--- src/rtl/avalon_led_pio.sv ---
// Avalon-MM output PIO for board LEDs: DATA with atomic set/clear/toggle, per-bit blink, prescaler.
// Latency: writes take effect at the strobe edge; avs_readdata is registered, valid one cycle after avs_read.
// Backpressure: none; every access completes in its strobe cycle (no wait states).
//
// Ports:
//   clk_clk        in   system clock, rising edge
//   reset_reset_n  in   asynchronous active-low reset
//   avs_address    in   register word address (0..7)
//   avs_read       in   read strobe
//   avs_write      in   write strobe
//   avs_writedata  in   32-bit write data
//   avs_readdata   out  32-bit registered read data
//   led_export     out  WIDTH-bit LED drive, active-high
module avalon_led_pio #(
   parameter int                 WIDTH     = 8,
   parameter int                 DIV_W     = 24,
   parameter logic [WIDTH-1:0]   RESET_VAL = '0,
   parameter logic [DIV_W-1:0]   DIV_RESET = '0
) (
   input  logic              clk_clk,
   input  logic              reset_reset_n,
   input  logic [2:0]        avs_address,
   input  logic              avs_read,
   input  logic              avs_write,
   input  logic [31:0]       avs_writedata,
   output logic [31:0]       avs_readdata,
   output logic [WIDTH-1:0]  led_export
);

   localparam logic [2:0] A_DATA   = 3'd0;
   localparam logic [2:0] A_SET    = 3'd1;
   localparam logic [2:0] A_CLR    = 3'd2;
   localparam logic [2:0] A_TGL    = 3'd3;
   localparam logic [2:0] A_BLINK  = 3'd4;
   localparam logic [2:0] A_DIV    = 3'd5;
   localparam logic [2:0] A_STATUS = 3'd6;

   logic [WIDTH-1:0] data_q;
   logic [WIDTH-1:0] blink_en_q;
   logic [DIV_W-1:0] div_q;
   logic [DIV_W-1:0] cnt_q;
   logic             phase_q;
   logic [31:0]      readdata_q;
   logic [31:0]      rd_mux;

   logic [WIDTH-1:0] wr_led;
   logic [DIV_W-1:0] wr_div;
   logic             div_wr;

   // Upper write-data bits beyond WIDTH/DIV_W are deliberately ignored.
   logic             unused_wdata;
   assign unused_wdata = ^avs_writedata;

   assign wr_led = avs_writedata[WIDTH-1:0];
   assign wr_div = avs_writedata[DIV_W-1:0];
   assign div_wr = avs_write && (avs_address == A_DIV);

   // LED pattern and blink-enable registers.
   always_ff @(posedge clk_clk or negedge reset_reset_n) begin
      if (!reset_reset_n) begin
         data_q     <= RESET_VAL;
         blink_en_q <= '0;
      end else if (avs_write) begin
         case (avs_address)
            A_DATA:  data_q     <= wr_led;
            A_SET:   data_q     <= data_q | wr_led;
            A_CLR:   data_q     <= data_q & ~wr_led;
            A_TGL:   data_q     <= data_q ^ wr_led;
            A_BLINK: blink_en_q <= wr_led;
            default: ;
         endcase
      end
   end

   // Prescaler: reload-and-toggle when cnt hits zero, giving a phase period of
   // 2*(DIV+1) cycles. A DIV write restarts the count from the new value but
   // keeps the current phase, except that DIV=0 parks phase at 0.
   always_ff @(posedge clk_clk or negedge reset_reset_n) begin
      if (!reset_reset_n) begin
         div_q   <= DIV_RESET;
         cnt_q   <= DIV_RESET;
         phase_q <= 1'b0;
      end else if (div_wr) begin
         div_q <= wr_div;
         cnt_q <= wr_div;
         if (wr_div == '0) begin
            phase_q <= 1'b0;
         end
      end else if (div_q == '0) begin
         cnt_q   <= '0;
         phase_q <= 1'b0;
      end else if (cnt_q == '0) begin
         cnt_q   <= div_q;
         phase_q <= ~phase_q;
      end else begin
         cnt_q <= cnt_q - DIV_W'(1);
      end
   end

   // Read mux samples pre-write state, so a same-cycle read+write returns the old value.
   always_comb begin
      rd_mux = '0;
      case (avs_address)
         A_DATA, A_SET, A_CLR, A_TGL: rd_mux[WIDTH-1:0] = data_q;
         A_BLINK:                     rd_mux[WIDTH-1:0] = blink_en_q;
         A_DIV:                       rd_mux[DIV_W-1:0] = div_q;
         A_STATUS:                    rd_mux[1:0]       = {(div_q != '0), phase_q};
         default:                     rd_mux            = '0;
      endcase
   end

   always_ff @(posedge clk_clk or negedge reset_reset_n) begin
      if (!reset_reset_n) begin
         readdata_q <= '0;
      end else if (avs_read) begin
         readdata_q <= rd_mux;
      end
   end

   assign avs_readdata = readdata_q;

   // Blinking bits go dark during phase 1.
   assign led_export = data_q & ~(blink_en_q & {WIDTH{phase_q}});

endmodule

--- config.mk ---
export PLATFORM = sky130hd
export DESIGN_NAME = avalon_led_pio
export DESIGN_NICKNAME = d
export VERILOG_FILES = /design/src/rtl/avalon_led_pio.sv
export SDC_FILE = /design/constraint.sdc
export NUM_CORES = 1
export LEC_CHECK = 0
export ABC_AREA = 1
export CORE_ASPECT_RATIO = 1.75
export CORE_MARGIN = 4
export CORE_UTILIZATION = 55
export DETAILED_ROUTE_END_ITERATION = 10
export PLACE_DENSITY = 0.81
export SYNTH_ARGS = -nofsm -noshare
export SYNTH_HDL_FRONTEND = slang
export SYNTH_SLANG_ARGS = --single-unit
--- constraint.sdc ---
create_clock -name clk_clk -period 4.2 [get_ports clk_clk]
set_clock_uncertainty 0.1 [all_clocks]
set_input_delay 0.84 -clock clk_clk [delete_from_list [all_inputs] [get_ports clk_clk]]
set_output_delay 0.84 -clock clk_clk [all_outputs]
set_load 0.05 [all_outputs]
---- Word-level counts from Yosys, hierarchy flattened ----
Cells that the tools add are included.
storage, ports and cells
  register bits after elaboration ......... 89
  bits of input ports ..................... 39
  output and inout port bits .............. 40
  word-level logic and storage cells ...... 45
operators by class
  $add $sub $neg .......................... 1
  equal/unequal tests ..................... 7
  multiplexer cells ....................... 11
  bitwise logic cells ..................... 8
  reductions and logical operators ........ 12
operators with widths
  operator                                                               number
  24-bit logical NOT                                                     3
  24-bit two-way mux                                                     3
  8-bit one-hot mux with 4 select lines                                  1
  8-bit bitwise AND                                                      3
  24-bit nonzero test                                                    1
  24-bit by 1-bit subtractor with 24-bit output, second input constant   1
  6-bit one-hot mux with 3 select lines                                  1
  16-bit two-way mux                                                     1
  8-bit inverter                                                         2
  3-bit equality test, second input constant                             3
  8-bit bitwise OR                                                       1
  2-bit one-hot mux with 4 select lines                                  1
  8-bit bitwise XOR                                                      1
  3-bit by 2-bit equality test with 1-bit output, second input constant  2
  2-bit AND reduction                                                    3
  1-bit two-way mux                                                      4
  4-bit nonzero test                                                     1
  4-bit OR reduction                                                     1
  3-bit by 1-bit equality test with 1-bit output, second input constant  1
  3-bit logical NOT                                                      1
  3-bit nonzero test                                                     1
  2-bit by 1-bit != test with 1-bit output, second input constant        1
  1-bit logical AND                                                      1
  1-bit inverter                                                         1

---- Longest topological paths before layout ----
  depth after elaboration ................. 4
  depth in mapped cells ................... 10

---- Worst setup path before layout ----
OpenSTA, ideal clock, no wires.
  path type ............................... register to output
  from .................................... register phase_q
  to ...................................... output led_export[2]
  arrival ................................. 1.353 ns
  slack ................................... 1.907 ns
  stages on the path, launching flop included .. 3
  path buffers ............................ 1
  path through ............................ dfrtp_1 > clkbuf_1 > a21oi_1
between the ends
  word-level cells in the longest chain between the ends .. 3
RTL lines
  what                    RTL line  source
  start, declared         42        logic phase_q;
  start signal, assigned  94        phase_q <= ~phase_q;
  8-bit bitwise AND       123       assign led_export = data_q & ~(blink_en_q & {WIDTH{phase_q}});
  8-bit inverter          123
  8-bit bitwise AND       123
  end, declared           27        output logic [WIDTH-1:0] led_export
No other way between the ends.

---- Worst setup path after layout ----
  from .................................... input avs_address[2]
  to ...................................... register div_q[13]
between the ends
  word-level cells in the longest chain between the ends .. 2
RTL lines
  what                  RTL line  source
  start, declared       22        input logic [2:0] avs_address,
  3-bit equality test   56        assign div_wr = avs_write && (avs_address == A_DIV);
  1-bit logical AND     56
  end signal, assigned  84        div_q <= wr_div;
  end, declared         40        logic [DIV_W-1:0] div_q;
No other way between the ends.
A chain may end at the register's enable or synchronous reset.

==> load_flow_metrics.sql <==
INSERT INTO impl_metrics (metric_group, metric, value, unit) VALUES
('status', 'run_status', 'completed', ''),
('finish', 'most-common-layout-cells', 'sky130_fd_sc_hd__nand2_1, sky130_fd_sc_hd__dfrtp_1, sky130_fd_sc_hd__nor2_1', ''),
('critical_path', 'crit_top_cell', 'sky130_fd_sc_hd__inv_2', ''),
('synthesis', 'netlist_area', '0.00526', 'mm²'),
('synthesis', 'synth.lib_cells_used.distinct', '33', ''),
('pwr', 'finalPower', '0.00301', 'W'),
('route', 'drc_errors', '0', ''),
('synthesis', 'synthesis.area_per_instance', '7.49', 'µm²'),
('clocking', 'numClockSinks', '89', ''),
('finish', 'filler_cell_count', '852', ''),
('critical_path', 'setup.worst_path.start_class', 'input pin', ''),
('grt', 'grt_start_max_net_pins', '69', ''),
('clocking', 'worst_skew_pair.late_latency', '340', 'ps'),
('pwr', 'internal_power', '0.00187', 'W'),
('route', 'first_pass_iters', '7', ''),
('critical_path', 'critical_path.endpoint_type', 'flop', ''),
('clocking', 'cts-resized-gates', '0', ''),
('clocking', 'cts-root-to-sink-buffers', '2', ''),
('floorplanning', 'die_outline_area', '0.0113', 'mm²'),
('clocking', 'cts_setup_buffers', '0', ''),
('worst_hold_path', 'min-delay-path-class', 'flop to flop', ''),
('route', 'vias', '4906', ''),
('route', 'route.detailed.vias_per_inst', '5.56', ''),
('finish', 'regArea', '0.00223', 'mm²'),
('pwr', 'seq_power_share', '40.1', '%'),
('finish', 'finalNetCount', '815', ''),
('placement', 'place_congestion', '0.972', ''),
('synthesis', 'ys.flop_type', 'sky130_fd_sc_hd__dfrtp_1', ''),
('floorplanning', 'die_h', '137', 'µm'),
('synthesis', 'sequential_element_share_of_the_synthesized_area', '42.3', '%'),
('placement', 'dp_hpwl', '11400', 'µm'),
('grt', 'grt_pass1_vias', '4845', ''),
('pwr', 'p_sw_share', '38.0', '%'),
('clocking', 'cts_root_buf', 'sky130_fd_sc_hd__clkbuf_16', ''),
('pwr', 'net-switching-power', '0.00115', 'W'),
('floorplanning', 'pin_count', '79', ''),
('finish', 'antenna_diode_count', '0', ''),
('finish', 'final_layout_size_suffix_gt1_share', '6.83', '%'),
('synthesis', 'postSynthCellCount', '703', ''),
('critical_path', 'critical-path-max-stage-delay', '820', 'ps'),
('route', 'first_iter_violations', '300', ''),
('route', 'totalWireLength', '14800', 'µm'),
('critical_path', 'critical-path-slowest-cell', 'sky130_fd_sc_hd__clkdlybuf4s50_1', ''),
('run', 'max_cap_viol_count', '0', ''),
('timing', 'tightestPinTransition', '1130', 'ps'),
('grt', 'grt_antenna_before_repair', '0', ''),
('synthesis', 'synth-async-reset-ratio', '100', '%'),
('floorplanning', 'die_w', '82.0', 'µm'),
('route', 'drtAntennaViolNets', '0', ''),
('synthesis', 'synth_top_cells_by_area', 'sky130_fd_sc_hd__dfrtp_1, sky130_fd_sc_hd__nand2_1, sky130_fd_sc_hd__nor2_1, sky130_fd_sc_hd__o21ai_0, sky130_fd_sc_hd__ha_1', ''),
('floorplanning', 'rows', '47', ''),
('critical_path', 'worstPathRequired', '4330', 'ps'),
('critical_path', 'data_arrival_time_at_the_worst_slack_endpoint', '3230', 'ps'),
('floorplanning', 'initial_core_utilization', '55.9', '%'),
('clocking', 'cts_hold_buffers', '0', ''),
('synthesis', 'synthesis.yosys.warnings', '0', ''),
('synthesis', 'number_of_flops_mapped_to_enable_cells_by_yosys', '0', ''),
('finish', 'total_area_of_multi_input_combinational_cells', '0.00267', 'mm²'),
('finish', 'post_route_design_area', '0.00620', 'mm²'),
('floorplanning', 'standard_cell_core_area', '0.00941', 'mm²'),
('clocking', 'numCtsBuffers', '9', ''),
('timing', 'timing.max_slew.rel_slack', '24.9', '%'),
('synthesis', 'synthDominantCellAreaShare', '42.3', '%'),
('route', 'dr_wl_cell', '16.7', 'µm'),
('timing', 'hold_viol_final', '0', ''),
('timing', 'rsz0062_at_grt', 'false', ''),
('placement', 'dpl_cell_area', '0.00590', 'mm²'),
('clocking', 'tritoncts', 'done', ''),
('finish', 'flow.area_growth_from_synthesis', '17.8', '%'),
('pwr', 'ir_drop', '0.298', 'mV'),
('critical_path', 'r2r.worst_path.cells', '8', '');
[power by group through the flow]
stage	registers, W	logic [W]	clock network, W
after floorplan	0.00124	0.000636	0
after global placement	0.00121	0.000933	0
after detailed placement	0.00122	0.000953	0
after CTS	0.00120	0.000962	0.000842
after global routing	0.00123	0.00107	0.000880
final	0.00121	0.000964	0.000840
[worst max-delay path, delay by kind of cell]
family                 cells  cell delay [ps]
buffers and inverters      3             1560
and+or+nand+nor            3              640
AOI/OAI and AO/OA          1              170
[layer usage]
metal	vias up	GRT usage, %	wire, µm
li1	2368	-	-
met1	2272	29.9	5350
met2	191	48.8	7870
met3	75	3.60	620
met4	0	17.3	936
met5	-	0	0
[Yosys cell counts (4+ instances only)]
cell type and number:
sky130_fd_sc_hd__a21oi_1 23, sky130_fd_sc_hd__buf_2 8, sky130_fd_sc_hd__buf_4 10, sky130_fd_sc_hd__clkbuf_1 4
sky130_fd_sc_hd__dfrtp_1 89, sky130_fd_sc_hd__ha_1 18, sky130_fd_sc_hd__inv_1 55, sky130_fd_sc_hd__inv_2 5
sky130_fd_sc_hd__nand2_1 231, sky130_fd_sc_hd__nand3_1 37, sky130_fd_sc_hd__nand3b_1 5, sky130_fd_sc_hd__nand4_1 13
sky130_fd_sc_hd__nor2_1 84, sky130_fd_sc_hd__nor2_2 9, sky130_fd_sc_hd__nor2_4 6, sky130_fd_sc_hd__o2111ai_1 8
sky130_fd_sc_hd__o21ai_0 52, sky130_fd_sc_hd__o21ai_1 9, sky130_fd_sc_hd__o31ai_1 9
[worst paths after layout]
kind	from	endpoint	slack [ps]
max	avs_address[2]	div_q[13]	1100
min	avs_readdata[1]	avs_readdata[1]	380
max reg2reg	div_q[11]	cnt_q[13]	2150
min reg2reg	avs_readdata[1]	avs_readdata[1]	380
max in group asynchronous	reset_reset_n	cnt_q[7]	2640
min in group asynchronous	reset_reset_n	data_q[6]	500
[cell families after synthesis]
kind of cell | after synthesis | share of synthesized area, %
buffers and inverters | 86 | 7.49
AOI/OAI and AO/OA | 104 | 11.1
xor gates and xnor gates | 3 | 0.499
adders and majority gates | 18 | 4.28
and+or+nand+nor | 402 | 34.3
DFF | 89 | 42.3
other | 1 | 0.0712
[state kept, by name (all words and copies together) (netlist names)]
signal	cells
cnt_q	24
blink_en_q	8
avs_readdata	24
phase_q	1
data_q	8
div_q	24
[through the flow]
stage / instances / worst slack (ps)
6_report: 883 / 1100
3_3_place_gp: 869 / 856
2_1_floorplan: 710 / 1910
5_1_grt: 883 / 955
3_5_place_dp: 869 / 848
4_1_cts: 883 / 1140
[area by class of cell]
type	count	share of cell area [%]
Multi-Input combinational cell	535	43.0
Clock inverter	3	1.09
Inverter	60	3.63
Clock buffer	11	3.75
Sequential cell	89	35.9
Tap cell	122	2.46
Timing Repair Buffer	63	10.1
Power figures use the tool's default switching activity.
